**config.mk**
```make
export PLATFORM = sky130hd
export DESIGN_NAME = truth_table_probe
export DESIGN_NICKNAME = d
export VERILOG_FILES = /design/src/rtl/truth_table_probe_pkg.sv /design/src/rtl/probe_timer.sv /design/src/rtl/truth_table_probe.sv
export SDC_FILE = /design/constraint.sdc
export NUM_CORES = 1
export LEC_CHECK = 0
export BUFFER_PORTS_ARGS = -buffer_cell sky130_fd_sc_hd__clkbuf_2
export CORE_MARGIN = 5
export CORE_UTILIZATION = 55
export CTS_CLUSTER_SIZE = 14
export DETAILED_ROUTE_END_ITERATION = 16
export PLACE_DENSITY = 0.77
export SLEW_MARGIN = 20
export SYNTH_ARGS = -nofsm -noshare
export SYNTH_HDL_FRONTEND = slang
export SYNTH_SLANG_ARGS = --single-unit
```
**constraint.sdc**
```tcl
create_clock -name clk -period 2.65 [get_ports clk]
set_clock_uncertainty 0.15 [all_clocks]
set_input_delay 0.3975 -clock clk [delete_from_list [all_inputs] [get_ports clk]]
set_output_delay 0.3975 -clock clk [all_outputs]
set_load 0.01 [all_outputs]
```
**src/rtl/truth_table_probe_pkg.sv**
```systemverilog
// Shared types and sizing for the truth-table probe: FSM state encoding,
// truth-table width helper and the settle/sample counter width.
package truth_table_probe_pkg;

  typedef enum logic [1:0] {
    IDLE   = 2'd0,
    SETTLE = 2'd1,
    SAMPLE = 2'd2,
    DONE   = 2'd3
  } state_t;

  // Wide enough for the largest settle interval (255 cycles).
  localparam int CNT_W = 8;
  localparam int N_IN_MAX = 4;

  function automatic int tt_w(input int n);
    return 1 << n;
  endfunction

endpackage

```
**src/rtl/probe_timer.sv**
```systemverilog
// Shared settle/sample down-counter: loads a preset, counts to zero and
// holds there; tc flags the final cycle of the current interval.
module probe_timer
  import truth_table_probe_pkg::*;
(
  input  logic             clk,
  input  logic             rst,
  input  logic             load,
  input  logic [CNT_W-1:0] load_value,
  output logic [CNT_W-1:0] count,
  output logic             tc
);

  localparam logic [CNT_W-1:0] ONE = CNT_W'(1);

  logic [CNT_W-1:0] count_reg;

  always_ff @(posedge clk) begin
    if (rst) begin
      count_reg <= '0;
    end else if (load) begin
      count_reg <= load_value;
    end else if (count_reg != '0) begin
      count_reg <= count_reg - ONE;
    end
  end

  assign count = count_reg;
  assign tc    = (count_reg == '0);

endmodule

```
**src/rtl/truth_table_probe.sv**
```systemverilog
// Walks every input vector of a small combinational circuit, waits for it to
// settle, samples the response and returns the packed truth table.
module truth_table_probe
  import truth_table_probe_pkg::*;
#(
  parameter int N_IN          = 3,
  parameter int SETTLE_CYCLES = 4,
  parameter int SAMPLES       = 2
)
(
  input  logic                    clk,
  input  logic                    rst,
  input  logic                    start,
  output logic [N_IN-1:0]         dut_in,
  input  logic                    dut_out,
  output logic                    busy,
  output logic [tt_w(N_IN)-1:0]   tt,
  output logic                    unstable,
  output logic                    tt_valid,
  input  logic                    tt_ready
);

  localparam int TT_W = tt_w(N_IN);
  localparam logic [CNT_W-1:0] SETTLE_LOAD = CNT_W'(SETTLE_CYCLES - 1);
  localparam logic [CNT_W-1:0] SAMPLE_LOAD = CNT_W'(SAMPLES - 1);
  localparam logic [N_IN-1:0]  ROW_ONE     = N_IN'(1);

  state_t            state_reg, state_next;
  logic [N_IN-1:0]   row_reg, row_next;
  logic [TT_W-1:0]   tt_reg, tt_next;
  logic              unstable_reg, unstable_next;
  logic              busy_reg, busy_next;
  logic              valid_reg, valid_next;
  logic              prev_reg, prev_next;

  logic              timer_load;
  logic [CNT_W-1:0]  timer_value;
  logic [CNT_W-1:0]  timer_count;
  logic              timer_tc;

  logic              begin_run;
  logic              last_row;
  logic [N_IN-1:0]   bit_idx;

  probe_timer u_timer (
    .clk        (clk),
    .rst        (rst),
    .load       (timer_load),
    .load_value (timer_value),
    .count      (timer_count),
    .tc         (timer_tc)
  );

  // Row r lands at bit TT_W-1-r, which in N_IN bits is simply ~r.
  assign bit_idx  = ~row_reg;
  assign last_row = &row_reg;
  assign begin_run = start &&
                     ((state_reg == IDLE) || ((state_reg == DONE) && tt_ready));

  always_comb begin
    state_next    = state_reg;
    row_next      = row_reg;
    tt_next       = tt_reg;
    unstable_next = unstable_reg;
    busy_next     = busy_reg;
    valid_next    = valid_reg;
    prev_next     = prev_reg;
    timer_load    = 1'b0;
    timer_value   = SETTLE_LOAD;

    case (state_reg)
      SETTLE: begin
        if (timer_tc) begin
          state_next  = SAMPLE;
          timer_load  = 1'b1;
          timer_value = SAMPLE_LOAD;
        end
      end
      SAMPLE: begin
        // The first sample of a row has nothing to be compared against.
        if ((timer_count != SAMPLE_LOAD) && (dut_out != prev_reg)) begin
          unstable_next = 1'b1;
        end
        prev_next        = dut_out;
        tt_next[bit_idx] = dut_out;
        if (timer_tc) begin
          if (last_row) begin
            state_next = DONE;
            busy_next  = 1'b0;
            valid_next = 1'b1;
          end else begin
            state_next  = SETTLE;
            row_next    = row_reg + ROW_ONE;
            timer_load  = 1'b1;
            timer_value = SETTLE_LOAD;
          end
        end
      end
      DONE: begin
        if (tt_ready) begin
          state_next = IDLE;
          valid_next = 1'b0;
        end
      end
      default: begin
      end
    endcase

    if (begin_run) begin
      state_next    = SETTLE;
      row_next      = '0;
      tt_next       = '0;
      unstable_next = 1'b0;
      busy_next     = 1'b1;
      valid_next    = 1'b0;
      timer_load    = 1'b1;
      timer_value   = SETTLE_LOAD;
    end
  end

  always_ff @(posedge clk) begin
    if (rst) begin
      state_reg    <= IDLE;
      row_reg      <= '0;
      tt_reg       <= '0;
      unstable_reg <= 1'b0;
      busy_reg     <= 1'b0;
      valid_reg    <= 1'b0;
      prev_reg     <= 1'b0;
    end else begin
      state_reg    <= state_next;
      row_reg      <= row_next;
      tt_reg       <= tt_next;
      unstable_reg <= unstable_next;
      busy_reg     <= busy_next;
      valid_reg    <= valid_next;
      prev_reg     <= prev_next;
    end
  end

  assign dut_in   = row_reg;
  assign tt       = tt_reg;
  assign unstable = unstable_reg;
  assign busy     = busy_reg;
  assign tt_valid = valid_reg;

endmodule

```
# == Word-level counts from Yosys, hierarchy flattened ==
# Cells that the tools add are included.
# op_classes
addsub,2
magnitude_cmp,2
eq_ne,12
n_mux,27
bitwise,2
reduce_logical,23
# op_table
operator,n
2-to-1 mux 8 bit,3
2-to-1 mux 1 bit,13
2-to-1 mux 2 bit,6
AND reduction 4 bit,3
nonzero test 2 bit,5
"inequality test 3 bit, second input constant",3
AND reduction 3 bit,3
bitwise mux 8 bit,1
logical NOT 8 bit,1
"inequality test 2 bit, second input constant",4
"inequality test 8 x 1 -> 1 bit, second input constant",1
nonzero test 8 bit,1
"subtractor 8 x 1 -> 8 bit, second input constant",1
case mux 2 bit (3 select lines),1
"equality test 2 bit, second input constant",2
logical AND 1 bit,4
"less-than comparator 3 x 4 -> 1 bit, second input constant",1
case mux 1 bit (2 select lines),2
nonzero test 4 bit,1
"adder 3 x 1 -> 3 bit, second input constant",1
demux 1 bit (select 3 bit),1
">= comparator 3 x 1 -> 1 bit, second input constant",1
inverter 3 bit,1
nonzero test 3 bit,1
7 further kinds,7
# totals
register_bits,25
inputBits,5
out_inout_bits,14

# == Depth between registers and ports, before layout ==
# logic_depth
ltp_word,6
mapped_depth,7
depth_no_buf,6

# == Hierarchy ==
# Synthesis repeated with hierarchy kept, for this count alone.
# unflattened
hier_cells,157
hier_area_um2,1422.6
# by_module_without_submodules
module,n_inst,cells_per_inst,area_per_inst_um2,seq_area_each_um2
truth_table_probe,1,104,947.2,340.3
probe_timer,1,53,475.5,160.2

# == Worst setup path after synthesis ==
# Ideal clock, no wire load.
# synth_timing
path_type,flip-flop to flip-flop
startpoint,"reg u_timer.count_reg[0], in the netlist u_timer.count[0]"
endpoint,"reg u_timer.count_reg[7], in the netlist u_timer.count[7]"
t_arrival_ps,1601
path_slack_ps,828
path_stages_with_launch,7
path_buffers,0
cell_sequence,dfxtp_1 > inv_1 > ha_1 > nor4b_4 > a211o_1 > or4_1 > a21oi_1
# synth_via
elab_chain_cells,5
word_cells_on_any_way,10
cone_classes,add/sub (1); mux (6); reduce/logical (3)
# synth_lines
element,line,source
"start, declared",probe_timer.sv:16,logic [CNT_W-1:0] count_reg;
"start signal, assigned",probe_timer.sv:22,count_reg <= load_value;
"start signal, assigned",probe_timer.sv:24,count_reg <= count_reg - ONE;
"parallel branches: the longest is 5 deep, another holds subtractor 8 x 1 -> 8 bit",n/a,
# Parallel ways; which one is timed is not known. The select of a mux whose other input is x is not followed.
# A chain may end at the register's enable or synchronous reset.

# == Final worst setup path ==
# layout_timing
startpoint,reg state_reg[0]
endpoint,"reg u_timer.count_reg[0], in the netlist u_timer.count[0]"
# layout_via
elab_chain_cells,6
word_cells_on_any_way,13
cone_classes,eq/ne (3); mux (5); reduce/logical (5)
# layout_lines
element,line,source
"start, declared",truth_table_probe.sv:28,"state_t state_reg, state_next;"
"start signal, assigned",truth_table_probe.sv:131,state_reg <= state_next;
equality test 2 bit,truth_table_probe.sv:58,((state_reg == IDLE) || ((state_reg == DONE) && tt_ready));
logical AND 1 bit,truth_table_probe.sv:58,
logical OR 1 bit,truth_table_probe.sv:58,
logical AND 1 bit,truth_table_probe.sv:57,assign begin_run = start &&
2-to-1 mux 8 bit or 2-to-1 mux 1 bit (tied branches),truth_table_probe.sv:109,if (begin_run) begin
2-to-1 mux 8 bit or nonzero test 2 bit (tied branches),n/a,
# Parallel ways exist; a longest one is shown, timed or not.

==> out/metrics.yaml <==
status: "finished, final reports clean"
final.setup.tns_ns: 0
max_stage_delay_ns: 0.40
min_to: "busy"
cts_hold_buf: 0
combPwrFrac_pct: 46.6
grt_max_degree: 17
cp_cell_sequence: "inv_1 -> ha_1 -> nor2b_1 -> o21ai_0 -> nand2_1 -> o311a_2"
syn_area_mm2: 0.00128
synth-seq-cells: 25
cp-start-kind: "flop"
slowest_stage: "dfxtp_1"
wire_per_inst_um: 12.6
drt-pass1-iter-count: 4
p_sw_mw: 0.536
cts_buffers: 3
cellPowerDensity_mw_per_mm2: 913
ios: 19
post-cts-setup-buffers: 0
yosysWarnings: 0
met1_usage_pct: 19.6
min_period_ns: 2.01
cp-end-kind: "flop"
fp.dieH_um: 58.2
place_hpwl_um: 1860
grt.overflow.total: 0
finalSetupViolCount: 0
busiest_layer: "met2"
area_growth_pct: 11.9
synth.distinct_cells: 34
r2r_start: "state_reg[0]"
worstReg2RegEnd: "u_timer.count[0]"
clock-root-buffer: "clkbuf_4"
synth_nets: 157
grt_pass1_wl_um: 4290
pwr-share-seq_pct: 39.4
clock-sinks: 25
p_total_mw: 1.31
cts_resized: 0
vias: 1081
required_ns: 2.73
port_buffers: 18
drt_iter0_markers: 33
regArea_um2: 500
rr_worst_depth: 6
grt_setup_unrepaired: "false"
pwr-share-clk_pct: 14.0
dieWidth_um: 58.2
worstSkewPairLatency_ns: 0.32
fin_crit_sh_pct: 75.9
hold_depth: 2
worst-path-buf-inv: 1
cap_viol_max_count: 0
hold_violations: 0
grt.met2_usage_pct: 26.8
rows: 17
via_per_inst: 5.66
final_nets: 177
hold_class: "in -> reg"
h-tree-depth: 1
fp.coreArea_mm2: 0.00221
p_sw_share_pct: 41.1
syn-instance-count: 144
clockBufferDepth: 2
antenna_found_initial: 0
cp_top_family: "compound AO/OA/AOI/OAI gates"
power.leakage_nw: 0.627
path_max_fanout: 14
drive_gt1_share_pct: 17.2
crit_type: "reg -> reg"
p_int_mw: 0.770
clkSlewWorstSetupHoldPaths_ns: 0.14
num_antenna_cells: 0
multi_input_area_um2: 728
grt_use_met3_pct: 5.12
slew_violations: 0
worstMarginPinSlew_ns: 0.513
r2r_setup_slack_ns: 0.64
relSlewSlack_pct: 65.6
die_area_mm2: 0.00339
route.detailed.drc: 0
critPathArrivalTime_ns: 2.09
initial_core_util_pct: 57.7
drtAntennaViolNets: 0
syn_area_per_cell_um2: 8.87
synth_seq_area_share_pct: 39.2
hold_start: "rst"
cts_tree: "built"
finalWeightedCongestion: 0.794
clock.fmax_ghz: 0.497
grt_pass1_vias: 1022
vdd_drop_max_mv: 0.584
nFillCells: 200
grt_use_total_pct: 15.9
postRouteWirelength_um: 2410
synthesized netlist by cell type:
master	instances	area [um^2]
a211o_1	2	17.5
a211oi_1	2	15.0
a21oi_1	9	45.0
a221o_1	1	10.0
a221oi_1	1	8.76
a31oi_1	3	18.8
and2_1	1	6.26
clkbuf_1	5	18.8
dfxtp_1	25	500
ha_1	8	100
inv_1	8	30.0
mux2i_1	12	120
nand2_1	5	18.8
nand2b_1	3	18.8
nand3_1	4	20.0
nand4_1	1	6.26
nand4b_1	3	26.3
nor2_1	22	82.6
nor2b_1	2	12.5
nor3_1	3	15.0
nor3_2	1	10.0
nor3b_1	2	15.0
nor4b_4	1	23.8
o21ai_0	7	35.0
o21ai_1	1	5.00
o21bai_1	1	7.51
o311a_2	1	11.3
o31ai_1	1	7.51
or2_2	1	6.26
or3_1	1	6.26
or3b_1	1	8.76
or4_1	2	15.0
xnor2_1	1	8.76
xor2_1	3	26.3
stage by stage:
stage / setup WS [ns] / cells / instance area (um^2) / utilization, % / hold slack [ns]
floorplan: 0.828 / 144 / 1280 / - / 0.317
detailed placement: 0.666 / 187 / 1400 / 63.2 / 0.327
global route: 0.440 / 191 / 1430 / 64.6 / 0.125
CTS: 0.641 / 191 / 1430 / 64.6 / 0.129
finish: 0.639 / 191 / 1430 / 64.6 / 0.143
global placement: 0.698 / 187 / 1400 / 63.2 / 0.318
cell type report:
cell class | count | area share [%]
clock inverter | 1 | 0.612
sequential | 25 | 35.0
inverter | 8 | 2.10
timing repair buffer | 20 | 7.35
tap | 28 | 2.45
clock buffer | 3 | 1.57
multi-input combinational | 106 | 50.9
logic make-up (layout without fill, tap and decap cells):
group / after synthesis / count (layout) / synth area share [%]
flops: 25 / 25 / 39.2
compound gates: 29 / 29 / 14.2
buf+inv: 13 / 32 / 3.82
simple gates: 53 / 53 / 22.8
fa+ha+maj: 8 / 8 / 7.84
xor+xnor: 4 / 4 / 2.74
mux: 12 / 12 / 9.40
power by group through the flow:
stage	combinational [mW]	sequential, mW	clock, mW
finish	0.609	0.515	0.182
global route	0.700	0.526	0.206
CTS	0.610	0.515	0.191
detailed placement	0.607	0.523	0
global placement	0.592	0.518	0
floorplan	0.487	0.512	0
metal layers:
metal | routed length (um) | vias to the layer above | share of wire, %
li1 | - | 544 | -
met1 | 1120 | 515 | 47
met2 | 1150 | 20 | 48
met3 | 125 | 2 | 5.2
met4 | 12 | 0 | 0.50
met5 | 0 | - | 0
how the worst max path moves through the flow:
stage	start	slack, ns	end	cells after the start
2_1_floorplan	u_timer.count[0]	0.83	u_timer.count[7]	6
5_1_grt	state_reg[0]	0.44	u_timer.count[3]	6
3_3_place_gp	state_reg[0]	0.70	u_timer.count[0]	6
3_5_place_dp	state_reg[0]	0.67	u_timer.count[0]	6
6_report	state_reg[0]	0.64	u_timer.count[0]	6
4_1_cts	state_reg[0]	0.64	u_timer.count[0]	6
layout by cell type, fill, tap and decap left out:
cell type,count
nand3_1,4
nor3_2,1
a31oi_1,3
nand2b_1,3
mux2i_1,12
clkbuf_2,18
o311a_2,1
a221oi_1,1
inv_6,1
a211o_1,2
xnor2_1,1
nand4b_1,3
or2_2,1
nor4b_4,1
or3b_1,1
nor2_1,22
nor3b_1,2
or3_1,1
nand2_1,5
o21ai_1,1
nor3_1,3
ha_1,8
inv_1,8
dfxtp_1,25
o21ai_0,7
or4_1,2
buf_4,2
nor2b_1,2
o21bai_1,1
o31ai_1,1
a221o_1,1
a211oi_1,2
clkbuf_4,3
nand4_1,1
xor2_1,3
a21oi_1,9
and2_1,1
worst register-to-register path: stages (launching register included):
cell	delay (ns)
dfxtp_1	0.40
inv_1	0.08
ha_1	0.37
nor2b_1	0.23
o21ai_0	0.27
nand2_1	0.09
o311a_2	0.32
No activity file was read; power rests on OpenSTA's default activity.
